$ cat config.mk
export PLATFORM = sky130hd
export DESIGN_NAME = ser_tx_scheduler
export DESIGN_NICKNAME = d
export VERILOG_FILES = /design/src/rtl/ser_tx_scheduler.sv
export SDC_FILE = /design/constraint.sdc
export NUM_CORES = 1
export LEC_CHECK = 0
export BUFFER_PORTS_ARGS = -buffer_cell sky130_fd_sc_hd__clkbuf_2
export CORE_UTILIZATION = 49
export DETAILED_ROUTE_END_ITERATION = 7
export GPL_TIMING_DRIVEN = 0
export MAX_ROUTING_LAYER = met4
export PLACE_DENSITY_LB_ADDON = 0.15
export SYNTH_ARGS = -nofsm -noshare
export SYNTH_HDL_FRONTEND = slang
export SYNTH_SLANG_ARGS = --single-unit
$ cat constraint.sdc
create_clock -name clk -period 4.45 [get_ports clk]
set_clock_uncertainty 0.15 [all_clocks]
set_input_delay 0.6675 -clock clk [delete_from_list [all_inputs] [get_ports clk]]
set_output_delay 0.6675 -clock clk [all_outputs]
set_load 0.02 [all_outputs]
$ cat src/rtl/ser_tx_scheduler.sv
// Round-robin scheduler feeding one 32-to-8 serializer from N_REQ word sources,
// with watchdog abort and optional idle/comma word insertion.
module ser_tx_scheduler #(
    parameter int          N_REQ     = 4,
    parameter int          DATA_W    = 32,
    parameter int          TIMEOUT   = 15,
    parameter bit          IDLE_EN   = 1'b1,
    parameter logic [31:0] IDLE_WORD = 32'hBCBC_BCBC
) (
    input  logic                        clk,
    input  logic                        rst,
    input  logic                        en,
    input  logic [N_REQ-1:0]            req_valid,
    input  logic [N_REQ*DATA_W-1:0]     req_data,
    output logic [N_REQ-1:0]            req_ready,
    output logic                        ser_load,
    output logic [DATA_W-1:0]           ser_din,
    input  logic                        ser_done,
    output logic                        busy,
    output logic [$clog2(N_REQ)-1:0]    grant_id,
    output logic                        idle_sent,
    output logic                        timeout_err,
    output logic [15:0]                 word_cnt
);
    localparam int ID_W = $clog2(N_REQ);
    localparam int WD_W = $clog2(TIMEOUT + 1);

    typedef enum logic [1:0] {IDLE, LOAD, WAIT} state_t;

    state_t             state_q, state_d;
    logic [ID_W-1:0]    ptr_q, ptr_d;
    logic [ID_W-1:0]    grant_id_q, grant_id_d;
    logic [DATA_W-1:0]  ser_din_q, ser_din_d;
    logic               idle_sent_q, idle_sent_d;
    logic               timeout_err_q, timeout_err_d;
    logic [15:0]        word_cnt_q, word_cnt_d;
    logic [WD_W-1:0]    wd_q, wd_d;

    logic               found;
    logic [ID_W-1:0]    gnt;
    logic [ID_W-1:0]    cand;
    int                 arb_idx;

    // Search starts one past the last winner so every requester gets a turn.
    always_comb begin
        found   = 1'b0;
        gnt     = '0;
        cand    = '0;
        arb_idx = 0;
        for (int k = 1; k <= N_REQ; k++) begin
            arb_idx = (int'(ptr_q) + k) % N_REQ;
            cand    = ID_W'(arb_idx);
            if (!found && req_valid[cand]) begin
                found = 1'b1;
                gnt   = cand;
            end
        end
    end

    always_comb begin
        state_d       = state_q;
        ptr_d         = ptr_q;
        grant_id_d    = grant_id_q;
        ser_din_d     = ser_din_q;
        idle_sent_d   = idle_sent_q;
        word_cnt_d    = word_cnt_q;
        wd_d          = wd_q;
        timeout_err_d = 1'b0;
        req_ready     = '0;
        ser_load      = 1'b0;
        busy          = 1'b0;
        case (state_q)
            IDLE: begin
                if (en) begin
                    if (found) begin
                        req_ready[gnt] = 1'b1;
                        ser_din_d      = req_data[gnt*DATA_W +: DATA_W];
                        grant_id_d     = gnt;
                        ptr_d          = gnt;
                        idle_sent_d    = 1'b0;
                        state_d        = LOAD;
                    end else if (IDLE_EN) begin
                        ser_din_d   = IDLE_WORD;
                        idle_sent_d = 1'b1;
                        state_d     = LOAD;
                    end
                end
            end
            LOAD: begin
                ser_load = 1'b1;
                busy     = 1'b1;
                wd_d     = '0;
                state_d  = WAIT;
            end
            WAIT: begin
                busy = 1'b1;
                wd_d = wd_q + 1'b1;
                // wd_q == 0 is the first WAIT cycle: a done there belongs to the previous word.
                if (ser_done && (wd_q != '0)) begin
                    state_d = IDLE;
                    if (!idle_sent_q) word_cnt_d = word_cnt_q + 16'd1;
                end else if (wd_q == WD_W'(TIMEOUT - 1)) begin
                    timeout_err_d = 1'b1;
                    state_d       = IDLE;
                end
            end
            default: state_d = IDLE;
        endcase
    end

    always_ff @(posedge clk or posedge rst) begin
        if (rst) begin
            state_q       <= IDLE;
            ptr_q         <= ID_W'(N_REQ - 1);
            grant_id_q    <= '0;
            ser_din_q     <= '0;
            idle_sent_q   <= 1'b0;
            timeout_err_q <= 1'b0;
            word_cnt_q    <= '0;
            wd_q          <= '0;
        end else begin
            state_q       <= state_d;
            ptr_q         <= ptr_d;
            grant_id_q    <= grant_id_d;
            ser_din_q     <= ser_din_d;
            idle_sent_q   <= idle_sent_d;
            timeout_err_q <= timeout_err_d;
            word_cnt_q    <= word_cnt_d;
            wd_q          <= wd_d;
        end
    end

    assign ser_din     = ser_din_q;
    assign grant_id    = grant_id_q;
    assign idle_sent   = idle_sent_q;
    assign timeout_err = timeout_err_q;
    assign word_cnt    = word_cnt_q;
endmodule

==> results of run 1 <==
==> worst max-delay path: cells and delay by family <==
kind                   cells  cell delay (ps)
and+or+nand+nor            4              940
buffers and inverters      4              660
==> power by group <==
part / internal [mW] / total, mW / leakage, nW / switching (mW)
clock network: 0.277 / 0.510 / 0.0991 / 0.232
registers: 0.735 / 0.848 / 0.744 / 0.114
logic: 0.574 / 1.45 / 1.76 / 0.877
total: 1.59 / 2.81 / 2.60 / 1.22
==> state kept, by name, indices dropped and copies added (netlist names) <==
name	count
wd_q	4
ser_din	32
word_cnt	16
idle_sent	1
ptr_q	2
timeout_err	1
grant_id	2
state_q	2
==> kinds of logic (layout without fill, tap and decap cells) <==
logic type	count (synthesis)	count (layout)	share of synthesized area [%]
xor+xnor	15	15	3.594
fa+ha+maj	7	7	2.396
mux	47	47	12.94
compound gates	91	91	20.84
buf+inv	52	262	6.810
simple gates	95	95	12.29
flops	60	60	41.14
==> cell usage after synthesis (all sizes together) <==
master  count
mux2i      45
o211ai      1
xor2        3
nor2       31
buf        13
and3        5
dfstp       2
o221ai     12
nand2b      5
nand3      12
inv        27
clkbuf     12
and4        1
a211oi     40
a31oi      20
or4         1
a21o        1
and2        3
a21bo       1
a21oi       7
o22a        1
ha          7
nand4       3
o21ai       7
and3b       1
nand2      32
o31ai       1
dfrtp      58
xnor2      12
mux2        2
or3b        1
==> metal layers <==
metal	GRT usage, %	vias to the layer above	share of wire, %
met2	45.24	137	51
met5	-	-	0
met1	30.08	1691	42
met3	4.104	11	5.9
li1	-	1728	-
met4	7.185	0	1.3
==> stage by stage <==
step           area (µm²)  util, %  std cells  hold WS [ps]
2_1_floorplan        3656        -        367         309.4
3_3_place_gp         4746    65.78        659         309.4
3_5_place_dp         4766    66.06        660         313.6
4_1_cts              4975    68.96        676         170.9
5_1_grt              4975    68.96        676         197.5
6_report             4975    68.96        676         167.9
==> how the worst min path moves through the flow <==
| stage | endpoint | slack [ps] |
|---|---|---|
| after floorplan | ptr_q[1] | 310 |
| after CTS | word_cnt[11] | 170 |
| after global placement | word_cnt[15] | 310 |
| after global routing | word_cnt[11] | 200 |
| final | word_cnt[11] | 170 |
| after detailed placement | word_cnt[15] | 310 |
==> final cells by class <==
type                    count  area share (%)
repair buffers            194           19.82
clock inverters             6           1.434
well taps                  99           2.490
plain buffers              25           2.968
flip-flops and latches     60           30.23
inverters                  27           2.037
clock buffers              10           2.767
multi-input cells         255           38.25
==> impl_metrics.py, run 1 <==
metrics = {
    "final_layout": {
        "antenna_cells": 0,
        "areaGrowthSynthToFinish_pct": 36.07,
        "layout-drive-gt1-share_pct": 44.19,
        "layout_commonest_cell": "clkbuf_2",
        "final_cell_mix": "193 x clkbuf_2, 58 x dfrtp_1, 45 x mux2i_1, 31 x nand2_1, 31 x nor2_1",
        "register_area_um2": 1504,
        "nets": 715,
        "multiInputGateArea_um2": 1903,
        "fillerInstances": 586,
    },
    "setup_path": {
        "rr_startpoint": "state_q[0]",
        "cp_cell_sequence": "clkbuf_2 > or4_4 > and2_1 > buf_6 > nand3_4 > buf_2 > nor2_1 > clkbuf_2",
        "crit_path_end": "req_ready[2]",
        "required_ps": 3630,
        "cp-start-kind": "primary input",
        "startpoint": "req_valid[2]",
        "rrSetupSlack_ps": 2190,
        "reg2regPathDepth": 7,
        "critPathMaxStageDelay_ps": 560,
        "path_max_fanout": 10,
        "r2r-end": "ser_din[2]",
        "crit_type": "primary input to output port",
        "critPathMostFrequentCell": "clkbuf_2",
        "worst_setup_path_end_kind": "output port",
        "worstPathArrival_ps": 2270,
        "crit_slowest_cell": "or4_4",
    },
    "pwr": {
        "ir_drop_mv": 0.3432,
        "p_leak_nw": 2.601,
        "cellPowerDensity_nw_per_um2": 564.6,
        "total_power_mw": 2.809,
    },
    "detailed_routing": {
        "drt_wl_total_um": 9909,
        "drt_iter0_drc": 117,
        "vias": 3567,
        "postRouteAntennaNets": 0,
        "dr.pass1.iters": 4,
        "wl_per_cell_um": 14.66,
        "drc": 0,
        "viasPerCell": 5.277,
    },
    "sta": {
        "clock.fmax_mhz": 324.4,
        "timing.setup.tns_ps": 0,
        "fin_crit_sh_pct": 69.27,
        "rsz0062_at_grt": "false",
        "slew_viol_final": 0,
        "max_slew_margin_pct": 50.86,
        "post-route-min-period_ps": 3083,
        "hold_violations": 0,
        "fin_ws_ps": 1367,
        "worst_slew_pin_slew_ps": 737.2,
        "setup_violations": 0,
    },
    "floorplan": {
        "initial_core_util_pct": 50.68,
        "row_count": 31,
        "die_area_um2": 7811,
        "die_w_um": 88.38,
        "core_um2": 7214,
        "die_y_um": 88.38,
        "ioPinCount": 194,
    },
    "clocking": {
        "clk_latency_ps": 340,
        "cts_tree": "built",
        "cts_resized": 0,
        "cts_htree_levels": 3,
        "clkTransAtPathRegs_ps": 80,
        "post-cts-setup-buffers": 0,
        "clkSinkCount": 60,
        "clock_path_buffers": 2,
        "root_buffer": "clkbuf_8",
        "holdBufCountCts": 0,
        "cts_buffers": 9,
    },
    "synth": {
        "synth-warning-count": 0,
        "synth_top_area_cell": "dfrtp_1",
        "synth-seq-cells": 60,
        "ys_seq_area_share_pct": 41.14,
        "synth_top_area_share_pct": 39.70,
        "syn-mean-instance-area_um2": 9.962,
        "synth_cell_types": 38,
        "synth_area_leaders": "dfrtp_1 40%, mux2i_1 12%, a211oi_2 8.2%",
        "syn_inst": 367,
        "synthesis.area_um2": 3656,
        "synth_fp_nets": 510,
    },
    "global_route": {
        "grt_pass1_wl_um": 14800,
        "grt-ovfl-total": 0,
        "antenna_found_initial": 0,
        "first_global_vias": 3256,
        "grt_max_degree": 41,
        "grt_usage_pct": 25.60,
    },
    "place": {
        "dpl.hpwl_um": 7892,
        "pre_cts_ws_ps": 1392,
        "gp_congestion": 0.8197,
        "numPortBuffers": 193,
    },
    "job": {
        "cap_violations": 0,
    },
    "status": {
        "status": "complete, no violations",
    },
    "worst_hold_path": {
        "hold_class": "primary input to asynchronous set/reset pin",
    },
}
Note: power is estimated with default switching activity, not from simulation.
==> run 2, diff against run 1 <==
Settings changed: ABC_AREA from default to 1, CORE_UTILIZATION 49 to 47.
Clock period 4.45 ns to 3.2 ns, I/O delays scaled along.
==> run 2 against run 1 <==
Effect of this change:
- clock power grew 67%
- final area up 8.9%
- register-to-register slack got worse by 1600 ps
- first-iteration DRC count rose by 76%
- critical path depth increased by 6
- setup slack got worse by 1200 ps
- sequential cell count is the same
- cell count rose by 35%
- count of clock-buffer cells in the layout stayed put
- critical path type is now flop to output port
- largest power group unchanged
- highest routed layer unchanged
==> impl_metrics.py, run 2 <==
metrics = {
    "status": {
        "status": "complete, no violations",
    },
    "pwr": {
        "cellPowerDensity_nw_per_um2": 1265,
        "ir_drop_mv": 0.7117,
        "p_leak_nw": 3.092,
    },
    "synth": {
        "ys_seq_area_share_pct": 37.80,
        "synth_common_cells": "240 x nand2_1, 92 x nand3_1, 75 x nor2_1",
        "synth_cell_types": 30,
        "synth.most_common_cell": "nand2_1",
        "synthesis.area_um2": 3979,
        "synth_area_leaders": "dfrtp_1 36%, nand2_1 23%, nand3_1 12%",
        "synth-seq-cells": 60,
        "synth_fp_nets": 740,
        "syn_inst": 597,
        "synthArstFlopShare_pct": 100.0,
        "synth_top_area_share_pct": 36.48,
        "synth_ff_type": "dfrtp_1",
        "syn-mean-instance-area_um2": 6.665,
        "synth_top_area_cell": "dfrtp_1",
        "synth-warning-count": 0,
        "synth_edf_count": 0,
    },
    "sta": {
        "worst_slew_pin_slew_ps": 498.6,
        "hold_violations": 0,
        "max_slew_margin_pct": 66.76,
        "clock.fmax_mhz": 328.0,
        "fin_crit_sh_pct": 95.27,
        "setup_violations": 0,
        "rsz0062_at_grt": "true",
        "fin_ws_ps": 151.4,
        "post-route-min-period_ps": 3049,
        "slew_viol_final": 0,
    },
    "global_route": {
        "grt_max_degree": 41,
        "grt_pass1_wl_um": 20130,
        "first_global_vias": 4411,
        "grt-ovfl-total": 0,
        "antenna_found_initial": 0,
        "grt_usage_pct": 29.88,
    },
    "final_layout": {
        "areaGrowthSynthToFinish_pct": 36.13,
        "multiInputGateArea_um2": 2187,
        "stdcell_area_um2": 5416,
        "register_area_um2": 1504,
        "layout_commonest_cell": "nand2_1",
        "final_util_pct": 65.92,
        "layout-drive-gt1-share_pct": 32.14,
        "largest_reg_flops": 32,
        "fillerInstances": 800,
        "final_cell_mix": "236 x nand2_1, 189 x clkbuf_2, 92 x nand3_1, 74 x nor2_1, 58 x dfrtp_1",
        "nets": 947,
        "finalNonFillerCells": 914,
        "antenna_cells": 0,
    },
    "worst_hold_path": {
        "hold_start": "ser_done",
        "hold_path_depth": 4,
        "holdPathEnd": "timeout_err",
        "hold_class": "primary input to flop",
    },
    "setup_path": {
        "crit_buf_inv": 5,
        "crit_family": "simple AND/OR/NAND/NOR gates",
        "crit_type": "flop to output port",
        "required_ps": 2570,
        "rrSetupSlack_ps": 620,
        "r2r-end": "ser_din[4]",
        "critPathMostFrequentCell": "nand2_1",
        "cp-start-kind": "flop",
        "path_max_fanout": 19,
        "critPathMaxStageDelay_ps": 540,
        "cp_cell_sequence": "buf_6 > inv_4 > buf_6 > nand2_4 > nand2_1 > nand2_1 > nand2_1 > nor2_4 > nand3b_1 > nand2_2 > buf_12 > nand2_1 > nor2_1 > buf_4",
        "reg2regPathDepth": 17,
        "rr_startpoint": "ptr_q[0]",
        "worstPathArrival_ps": 2420,
        "worst_setup_path_end_kind": "output port",
        "crit_slowest_cell": "dfstp_2",
    },
    "detailed_routing": {
        "dr.pass1.iters": 4,
        "viasPerCell": 5.075,
        "vias": 4639,
        "postRouteAntennaNets": 0,
        "drc": 0,
        "wl_per_cell_um": 13.76,
        "drt_wl_total_um": 12580,
        "drt_iter0_drc": 206,
    },
    "floorplan": {
        "ioPinCount": 194,
        "core_um2": 8217,
        "die_w_um": 94.01,
        "initial_core_util_pct": 48.42,
        "die_area_um2": 8838,
        "row_count": 33,
        "die_y_um": 94.01,
    },
    "place": {
        "gp_congestion": 0.8869,
        "post_dp_cell_area_um2": 5096,
        "place_inst": 896,
        "dpl.hpwl_um": 9825,
        "pre_cts_ws_ps": 90.93,
        "numPortBuffers": 193,
    },
    "clocking": {
        "clkSinkCount": 60,
        "cts_htree_levels": 3,
        "root_buffer": "clkbuf_8",
        "clk_latency_ps": 330,
        "cts_tree": "built",
        "clkTransAtPathRegs_ps": 80,
        "cts_buffers": 9,
        "clock_path_buffers": 2,
    },
    "job": {
        "cap_violations": 0,
    },
}
-- run 2: layout make-up --
type / count / area share, %
well taps: 105 / 2.426
inverters: 29 / 2.102
multi-input cells: 477 / 40.38
clock buffers: 10 / 2.541
plain buffers: 29 / 3.881
flip-flops and latches: 60 / 27.77
clock inverters: 6 / 2.056
repair buffers: 198 / 18.85
-- run 2: worst max-delay path by stage --
stage,startpoint,end,slack [ps],depth (start not counted)
after global routing,ptr_q[0],req_ready[2],-30,14
after global placement,ptr_q[0],req_ready[3],170,14
after floorplan,ptr_q[0],req_ready[0],390,13
final,ptr_q[0],req_ready[2],150,14
after detailed placement,ptr_q[0],req_ready[3],90,14
after CTS,ptr_q[0],req_ready[2],50,14
-- run 2: tightest hold or removal path, delay by kind of cell --
kind,cells,cell delay (ps)
simple gates,3,180
buf+inv,1,80
-- run 2: layer usage --
layer  vias to the layer above  track usage [%]  wire, µm
met5                         -                -         0
met4                         0            11.15       161
met1                      2166            35.71      5321
met3                        16            5.016       763
li1                       2312                -         -
met2                       145            50.49      6331
-- run 2: metrics by stage --
stage	setup TNS (ps)	hold WS [ps]	power, mW
after floorplan	0	330.7	4.523
after global placement	0	311.1	5.667
after detailed placement	0	316.7	5.782
after CTS	0	274.6	6.666
after global routing	-31.91	308.6	7.481
final	0	298.9	6.852
-- run 2: logic make-up after synthesis --
logic type      count (synthesis)  share of synthesized area [%]
compound gates                 17                          2.296
xor+xnor                       14                          3.082
fa+ha+maj                       7                          2.201
buf+inv                        60                          7.768
flops                          60                          37.80
simple gates                  439                          46.86
-- run 2: power breakdown --
part           switching, mW  total (mW)  internal (mW)
sequential             0.168        1.20           1.03
combinational           3.12        4.80           1.67
clock                  0.315       0.854          0.539
total                   3.60        6.85           3.25
-- run 2: repair_timing --
action,CTS,global route
pin swaps,0,2
endpoints found under the hold margin,20,0
resized for setup,3,19
hold buffers,1,0
buffers inserted,0,3
setup endpoints to repair,4,4
